### src/rtl/tdc_fifo_writer.sv
// Writes one 5-byte frame (seq + 32-bit timestamp) into a byte FIFO per wr_en request.
// Frames stalled by fifo_full for FULL_TIMEOUT cycles are dropped and counted.
module tdc_fifo_writer #(
    parameter logic [15:0] FULL_TIMEOUT = 16'd1000
) (
    input  logic       clk,
    input  logic       rst,
    input  logic       wr_en,
    input  logic       fifo_full,
    output logic       fifo_wr,
    output logic [7:0] fifo_din,
    output logic       f_FIFO_writing_done,
    output logic       frame_dropped,
    output logic [7:0] drop_cnt
);

    typedef enum logic [1:0] {IDLE, WRITE, DONE, WAIT_LOW} state_t;

    state_t      state;
    logic [31:0] ts_cnt;
    logic [31:0] ts_cap;
    logic [7:0]  seq;
    logic [2:0]  idx;
    logic [15:0] tmo;
    logic        abort;
    logic [7:0]  cur_byte;

    always_comb begin
        cur_byte = 8'd0;
        case (idx)
            3'd0:    cur_byte = seq;
            3'd1:    cur_byte = ts_cap[31:24];
            3'd2:    cur_byte = ts_cap[23:16];
            3'd3:    cur_byte = ts_cap[15:8];
            3'd4:    cur_byte = ts_cap[7:0];
            default: cur_byte = 8'd0;
        endcase
    end

    // Outputs are masked by rst so nothing leaks out during the reset cycle.
    assign fifo_wr             = !rst && (state == WRITE) && !fifo_full;
    assign fifo_din            = (!rst && (state == WRITE)) ? cur_byte : 8'd0;
    assign f_FIFO_writing_done = !rst && (state == DONE);
    assign frame_dropped       = !rst && (state == DONE) && abort;

    always_ff @(posedge clk) begin
        if (rst) begin
            state    <= IDLE;
            ts_cnt   <= 32'd0;
            ts_cap   <= 32'd0;
            seq      <= 8'd0;
            idx      <= 3'd0;
            tmo      <= 16'd0;
            abort    <= 1'b0;
            drop_cnt <= 8'd0;
        end else begin
            ts_cnt <= ts_cnt + 32'd1;
            case (state)
                IDLE: begin
                    if (wr_en) begin
                        ts_cap <= ts_cnt;
                        idx    <= 3'd0;
                        tmo    <= 16'd0;
                        abort  <= 1'b0;
                        state  <= WRITE;
                    end
                end
                WRITE: begin
                    if (!fifo_full) begin
                        tmo <= 16'd0;
                        idx <= idx + 3'd1;
                        if (idx == 3'd4) state <= DONE;
                    end else begin
                        tmo <= tmo + 16'd1;
                        // 17-bit compare so a stall count at the 16-bit limit cannot wrap past the limit
                        if (({1'b0, tmo} + 17'd1) >= {1'b0, FULL_TIMEOUT}) begin
                            abort <= 1'b1;
                            state <= DONE;
                        end
                    end
                end
                DONE: begin
                    seq <= seq + 8'd1;
                    if (abort && drop_cnt != 8'd255) drop_cnt <= drop_cnt + 8'd1;
                    state <= WAIT_LOW;
                end
                WAIT_LOW: begin
                    if (!wr_en) state <= IDLE;
                end
                default: state <= IDLE;
            endcase
        end
    end

endmodule
### config.mk
export PLATFORM = sky130hd
export DESIGN_NAME = tdc_fifo_writer
export DESIGN_NICKNAME = d
export VERILOG_FILES = /design/src/rtl/tdc_fifo_writer.sv
export SDC_FILE = /design/constraint.sdc
export NUM_CORES = 1
export LEC_CHECK = 0
export BUFFER_PORTS_ARGS = -buffer_cell sky130_fd_sc_hd__buf_2
export CAP_MARGIN = 20
export CELL_PAD_IN_SITES_DETAIL_PLACEMENT = 0
export CELL_PAD_IN_SITES_GLOBAL_PLACEMENT = 2
export CORE_MARGIN = 10
export CORE_UTILIZATION = 33
export CTS_CLUSTER_SIZE = 14
export DETAILED_ROUTE_END_ITERATION = 10
export PLACE_DENSITY = 0.78
export SLEW_MARGIN = 20
export SYNTH_ARGS = -nofsm -noshare
export SYNTH_HDL_FRONTEND = slang
export SYNTH_SLANG_ARGS = --single-unit
### constraint.sdc
create_clock -name clk -period 2.2 [get_ports clk]
set_clock_uncertainty 0.05 [all_clocks]
set_input_delay 0.11 -clock clk [delete_from_list [all_inputs] [get_ports clk]]
set_output_delay 0.11 -clock clk [all_outputs]
set_load 0.01 [all_outputs]
After elaboration in Yosys (flattened, before gate mapping)
Index checks and enable logic that the tools add are counted.
W data, S select, Z words.
{"block": "op_classes", "n_lt_le_gt_ge": 1, "n_reduce_logical": 16, "muxes": 18, "add_sub_neg": 6, "eq_ne": 15}
{"op": "$pmux W8 S5", "count": 1}
{"op": "$add A32 B1 Y32 const B", "count": 1}
{"op": "$mux W16", "count": 2}
{"op": "$pmux W16 S2", "count": 1}
{"op": "$add A16 B1 Y17 const B", "count": 1}
{"op": "$ge A17 B10 Y1 const B", "count": 1}
{"op": "$add A16 B1 Y16 const B", "count": 1}
{"op": "$add A8 B1 Y8 const B", "count": 2}
{"op": "$mux W2", "count": 5}
{"op": "$mux W8", "count": 1}
{"op": "$ne A2 B2 Y1 const B", "count": 4}
{"op": "$ne A8 B8 Y1 const B", "count": 1}
{"op": "$pmux W2 S4", "count": 1}
{"op": "$reduce_and A4 Y1", "count": 2}
{"op": "$eq A3 B2 Y1 const B", "count": 2}
{"op": "$mux W3", "count": 2}
{"op": "$ne A3 B2 Y1 const B", "count": 2}
{"op": "$pmux W3 S2", "count": 1}
{"op": "$reduce_and A2 Y1", "count": 3}
{"op": "$logic_and A1 B1 Y1", "count": 5}
{"op": "$eq A2 B2 Y1 const B", "count": 2}
{"op": "$add A3 B1 Y3 const B", "count": 1}
{"op": "$eq A3 B1 Y1 const B", "count": 1}
{"op": "$eq A3 B3 Y1 const B", "count": 1}
{"op": "9 further kinds", "count": 12}
{"block": "word_totals", "reg_bits": 102, "in_bits": 4, "word_cells": 64, "output_inout_bits": 19}

Depth between registers and ports, before layout
{"block": "logic_depth", "ltp_word": 5, "depth_mapped": 10}

Worst setup path before layout
No wires, ideal clock.
{"block": "synth_timing", "path_type": "flip-flop to flip-flop", "from": "register tmo[0]", "to": "register state[1]", "stages_incl_launch_ff": 8, "path_buffers": 0, "setup_slack_ns": 0.179, "t_required_ns": 2.087, "t_arrival_ns": 1.908, "cell_sequence": "dfxtp_1 -> ha_1 -> and3_1 -> a32o_1 -> a32oi_1 -> nor4_2 -> or4_1 -> nand3_1"}
{"block": "synth_between", "elab_chain_cells": 4}
{"item": "start, declared", "line": "24", "rtl": "logic [15:0] tmo;"}
{"item": "start signal, assigned", "line": "74", "rtl": "tmo <= tmo + 16'd1;"}
{"item": "$add A16 B1 Y17", "line": "76", "rtl": "if (({1'b0, tmo} + 17'd1) >= {1'b0, FULL_TIMEOUT}) begin"}
{"item": "$ge A17 B10 Y1", "line": "76"}
{"item": "$ne A3 B2 Y1 (no source line)"}
{"item": "$reduce_and A4 Y1 (no source line)"}
{"item": "end signal, assigned", "line": "72", "rtl": "if (idx == 3'd4) state <= DONE;"}
{"item": "end signal, assigned", "line": "78", "rtl": "state <= DONE;"}
{"item": "end signal, assigned", "line": "85", "rtl": "state <= WAIT_LOW;"}
{"item": "end, declared", "line": "19", "rtl": "state_t state;"}
No other way between the ends.
A chain may end at the register's enable or synchronous reset.

Worst setup path after layout
{"block": "layout_timing", "from": "register idx[0]", "to": "output port fifo_din[1]"}
{"block": "layout_between", "elab_chain_cells": 3}
{"item": "start, declared", "line": "23", "rtl": "logic [2:0] idx;"}
{"item": "start signal, assigned", "line": "71", "rtl": "idx <= idx + 3'd1;"}
{"item": "$eq A3 B3 Y1, or another cell as far along", "line": "30", "rtl": "case (idx)"}
{"item": "$pmux W8 S5 *", "line": "30"}
{"item": "$mux W8 *", "line": "42", "rtl": "assign fifo_din = (!rst && (state == WRITE)) ? cur_byte : 8'd0;"}
{"item": "end, declared", "line": "11", "rtl": "output logic [7:0] fifo_din,"}
Mark *: on every way between the ends. The rest lies on a longest branch, timed or not.

==> results.py <==
metrics = {
    "outcome": {
        "status": "completed",
    },
    "sta": {
        "post-route-min-period_ns": 2.14,
        "grt_setup_unrepaired": "true",
        "slew_violations": 0,
        "fmax_ghz": 0.468,
        "setup_viol_count_final": 0,
        "setup_ws_ns": 0.0643,
        "hold_slack_ns": 0.130,
        "fin_crit_sh_pct": 97.1,
        "worst_slew_pin_slew_ns": 0.595,
        "finalHoldViolCount": 0,
        "max_slew_margin_pct": 60.3,
        "tns_ns": 0,
    },
    "global_routing": {
        "grt_pass1_wl_um": 21000,
        "grtUsageTotal_pct": 12.7,
        "antenna_found_initial": 0,
        "grt_max_degree": 52,
        "grt_pass1_vias": 4108,
        "grt_overflow": 0,
    },
    "yosys": {
        "async_reset_ff_share_pct": 0,
        "synthCells": 605,
        "synth_nets": 622,
        "synthDistinctLibCells": 52,
        "ys_ff_latch": 102,
        "yosysWarnings": 0,
        "synth_area_mm2": 0.00485,
        "ys.flop_type": "dfxtp_1",
        "yosysSeqAreaShare_pct": 42.1,
        "synth-edff-count": 0,
        "syn_avg_cell_area_um2": 8.02,
    },
    "critical_path": {
        "cp.required_ns": 2.04,
        "critPathTopFamily": "simple AND/OR/NAND/NOR gates",
        "worstPathArrival_ns": 1.98,
        "crit_type": "flip-flop to primary output",
        "worst_path_max_delay_cell": "or4_4",
        "cp_cell_sequence": "inv_2, ha_2, nor2b_2, or4_4, nand3_4, a21oi_1, buf_2",
        "critPathBufInv": 2,
        "critPathLaunchType": "flip-flop",
        "slowest_delay_ns": 0.49,
        "path_max_fanout": 8,
        "endpoint_kind": "primary output",
    },
    "place": {
        "dpl.hpwl_um": 8790,
        "pre_cts_ws_ns": -0.00392,
        "gp_congestion": 0.790,
        "io_buffer_count": 22,
        "placed_cells": 813,
    },
    "power": {
        "p_switching_uw": 1420,
        "powerDensity_mw_per_mm2": 784,
        "intPower_uw": 3020,
        "p_seq_share_pct": 43.4,
        "combPwrFrac_pct": 21.2,
        "max-vdd-ir-drop_mv": 0.366,
        "switching_share_pct": 32.0,
        "clock_power_share_pct": 35.4,
        "leakage_uw": 0.00199,
    },
    "flow_run": {
        "drv_cap": 0,
    },
    "layout": {
        "layout.nets": 658,
        "drive_gt1_share_pct": 15.5,
        "antenna_cells": 0,
        "syn_to_final_growth_pct": 16.7,
        "stdcell_count": 830,
    },
    "die": {
        "die-area_mm2": 0.0200,
        "initial_core_util_pct": 33.5,
        "die_x_um": 141,
        "die_h_um": 141,
        "io_pins": 23,
        "core_mm2": 0.0145,
        "rows": 44,
    },
    "cts": {
        "clock-sinks": 102,
        "clk_latency_ns": 0.35,
        "clk_path_buf_depth": 2,
        "root_buffer": "clkbuf_16",
        "cts_tree": "done",
        "cts.clk_slew.worst_paths_ns": 0.07,
        "cts_made_buffers": 9,
        "htreeDepth": 3,
    },
    "route": {
        "first_pass_iters": 4,
        "drt_wl_total_um": 12500,
        "vias": 4301,
        "route.detailed.drc": 0,
        "dr.first_iter.drc_count": 271,
        "ant_nets": 0,
        "via_per_inst": 5.18,
        "wl_per_cell_um": 15.0,
    },
    "hold_path": {
        "hp-class": "primary input to flip-flop",
    },
}
==> power by group through the flow <==
stage,Combinational [µW],Sequential [µW],Clock [µW]
after floorplan,604,1960,0
after global placement,921,1970,0
after detailed placement,928,1970,0
after CTS,949,1930,1620
after global routing,1050,1930,1700
final,941,1930,1570
==> sequential cells by signal, summed over array words and instances (netlist names) <==
name      flops
ts_cap       32
ts_cnt       32
tmo          16
seq           8
state         2
idx           3
abort         1
drop_cnt      8
==> worst paths after layout <==
path,endpoint,slack (ns),depth (start not counted),startpoint
min,abort,0.13,4,rst
min reg2reg,ts_cap[2],0.41,2,ts_cap[2]
max reg2reg,state[0],0.09,7,tmo[0]
max,fifo_din[1],0.06,7,idx[0]
==> worst reg2reg max path: stages, from the launching register on <==
cell	delay, ns
dfxtp_1	0.31
ha_1	0.26
and3_1	0.24
a32o_1	0.28
a32oi_2	0.20
nor4_4	0.10
o311a_1	0.37
a211oi_1	0.21
==> stage by stage <==
step	total power [µW]	utilization, %	instance area (µm²)
after detailed placement	2900	36.5	5290
after global placement	2890	36.5	5290
after floorplan	2560	-	4850
after global routing	4680	39.1	5660
after CTS	4500	38.8	5620
final	4440	39.1	5660
==> layer usage <==
metal	global-route usage, %	routed length [µm]	part of all wire (%)
met3	1.90	392	3.1
met4	5.65	255	2.0
met1	17.2	6150	49
met5	0	0	0
met2	19.4	5660	45
==> layout make-up <==
| cell class | count | area, µm² |
|---|---|---|
| Multi-Input combinational cell | 458 | 2670 |
| Sequential cell | 102 | 2050 |
| Fill cell | 1515 | 8810 |
| Timing Repair Buffer | 57 | 375 |
| Clock inverter | 6 | 52.6 |
| Tap cell | 184 | 230 |
| Clock buffer | 10 | 239 |
| Inverter | 13 | 48.8 |
==> cell usage in the layout (no fill, tap or decap), types with 10 or more instances in the layout <==
| cell type | n |
|---|---|
| nand2_1 | 113 |
| dfxtp_1 | 99 |
| nor2_1 | 66 |
| a21oi_1 | 58 |
| buf_4 | 36 |
| xor2_1 | 27 |
| nand3_1 | 22 |
| buf_2 | 21 |
| o21ai_0 | 19 |
| a22oi_1 | 14 |
| inv_1 | 12 |
| nand4_1 | 11 |
| or3_1 | 10 |
==> synthesized netlist by cell type, types with 9 or more instances <==
master,count,share of area [%]
a22oi_1,14,2.2
a21oi_1,58,6.0
inv_1,13,1.0
ha_1,13,3.4
nand2_1,113,8.7
or3_1,10,1.3
nand4_1,11,1.4
nand3_1,23,2.4
nor3_1,9,0.93
nor2_1,67,5.2
dfxtp_1,102,42
xor2_1,27,4.9
clkbuf_1,23,1.8
o21ai_0,20,2.1
==> logic make-up (layout without fill, tap and decap cells) <==
logic type	after synthesis	count (layout)	synth area share, %
buf+inv	45	86	4.36
xor+xnor	35	35	6.32
flops	102	102	42.1
simple gates	277	277	26.7
mux	2	2	0.413
fa+ha+maj	13	13	3.35
compound gates	131	131	16.8
==> what timing repair did <==
action / in CTS / in global routing
setup endpoints to repair: 9 / 11
pin swaps: 2 / 3
buffers inserted: 0 / 1
hold buffers: 0 / 0
gates resized for setup: 12 / 11
Power figures use the tool's default switching activity.
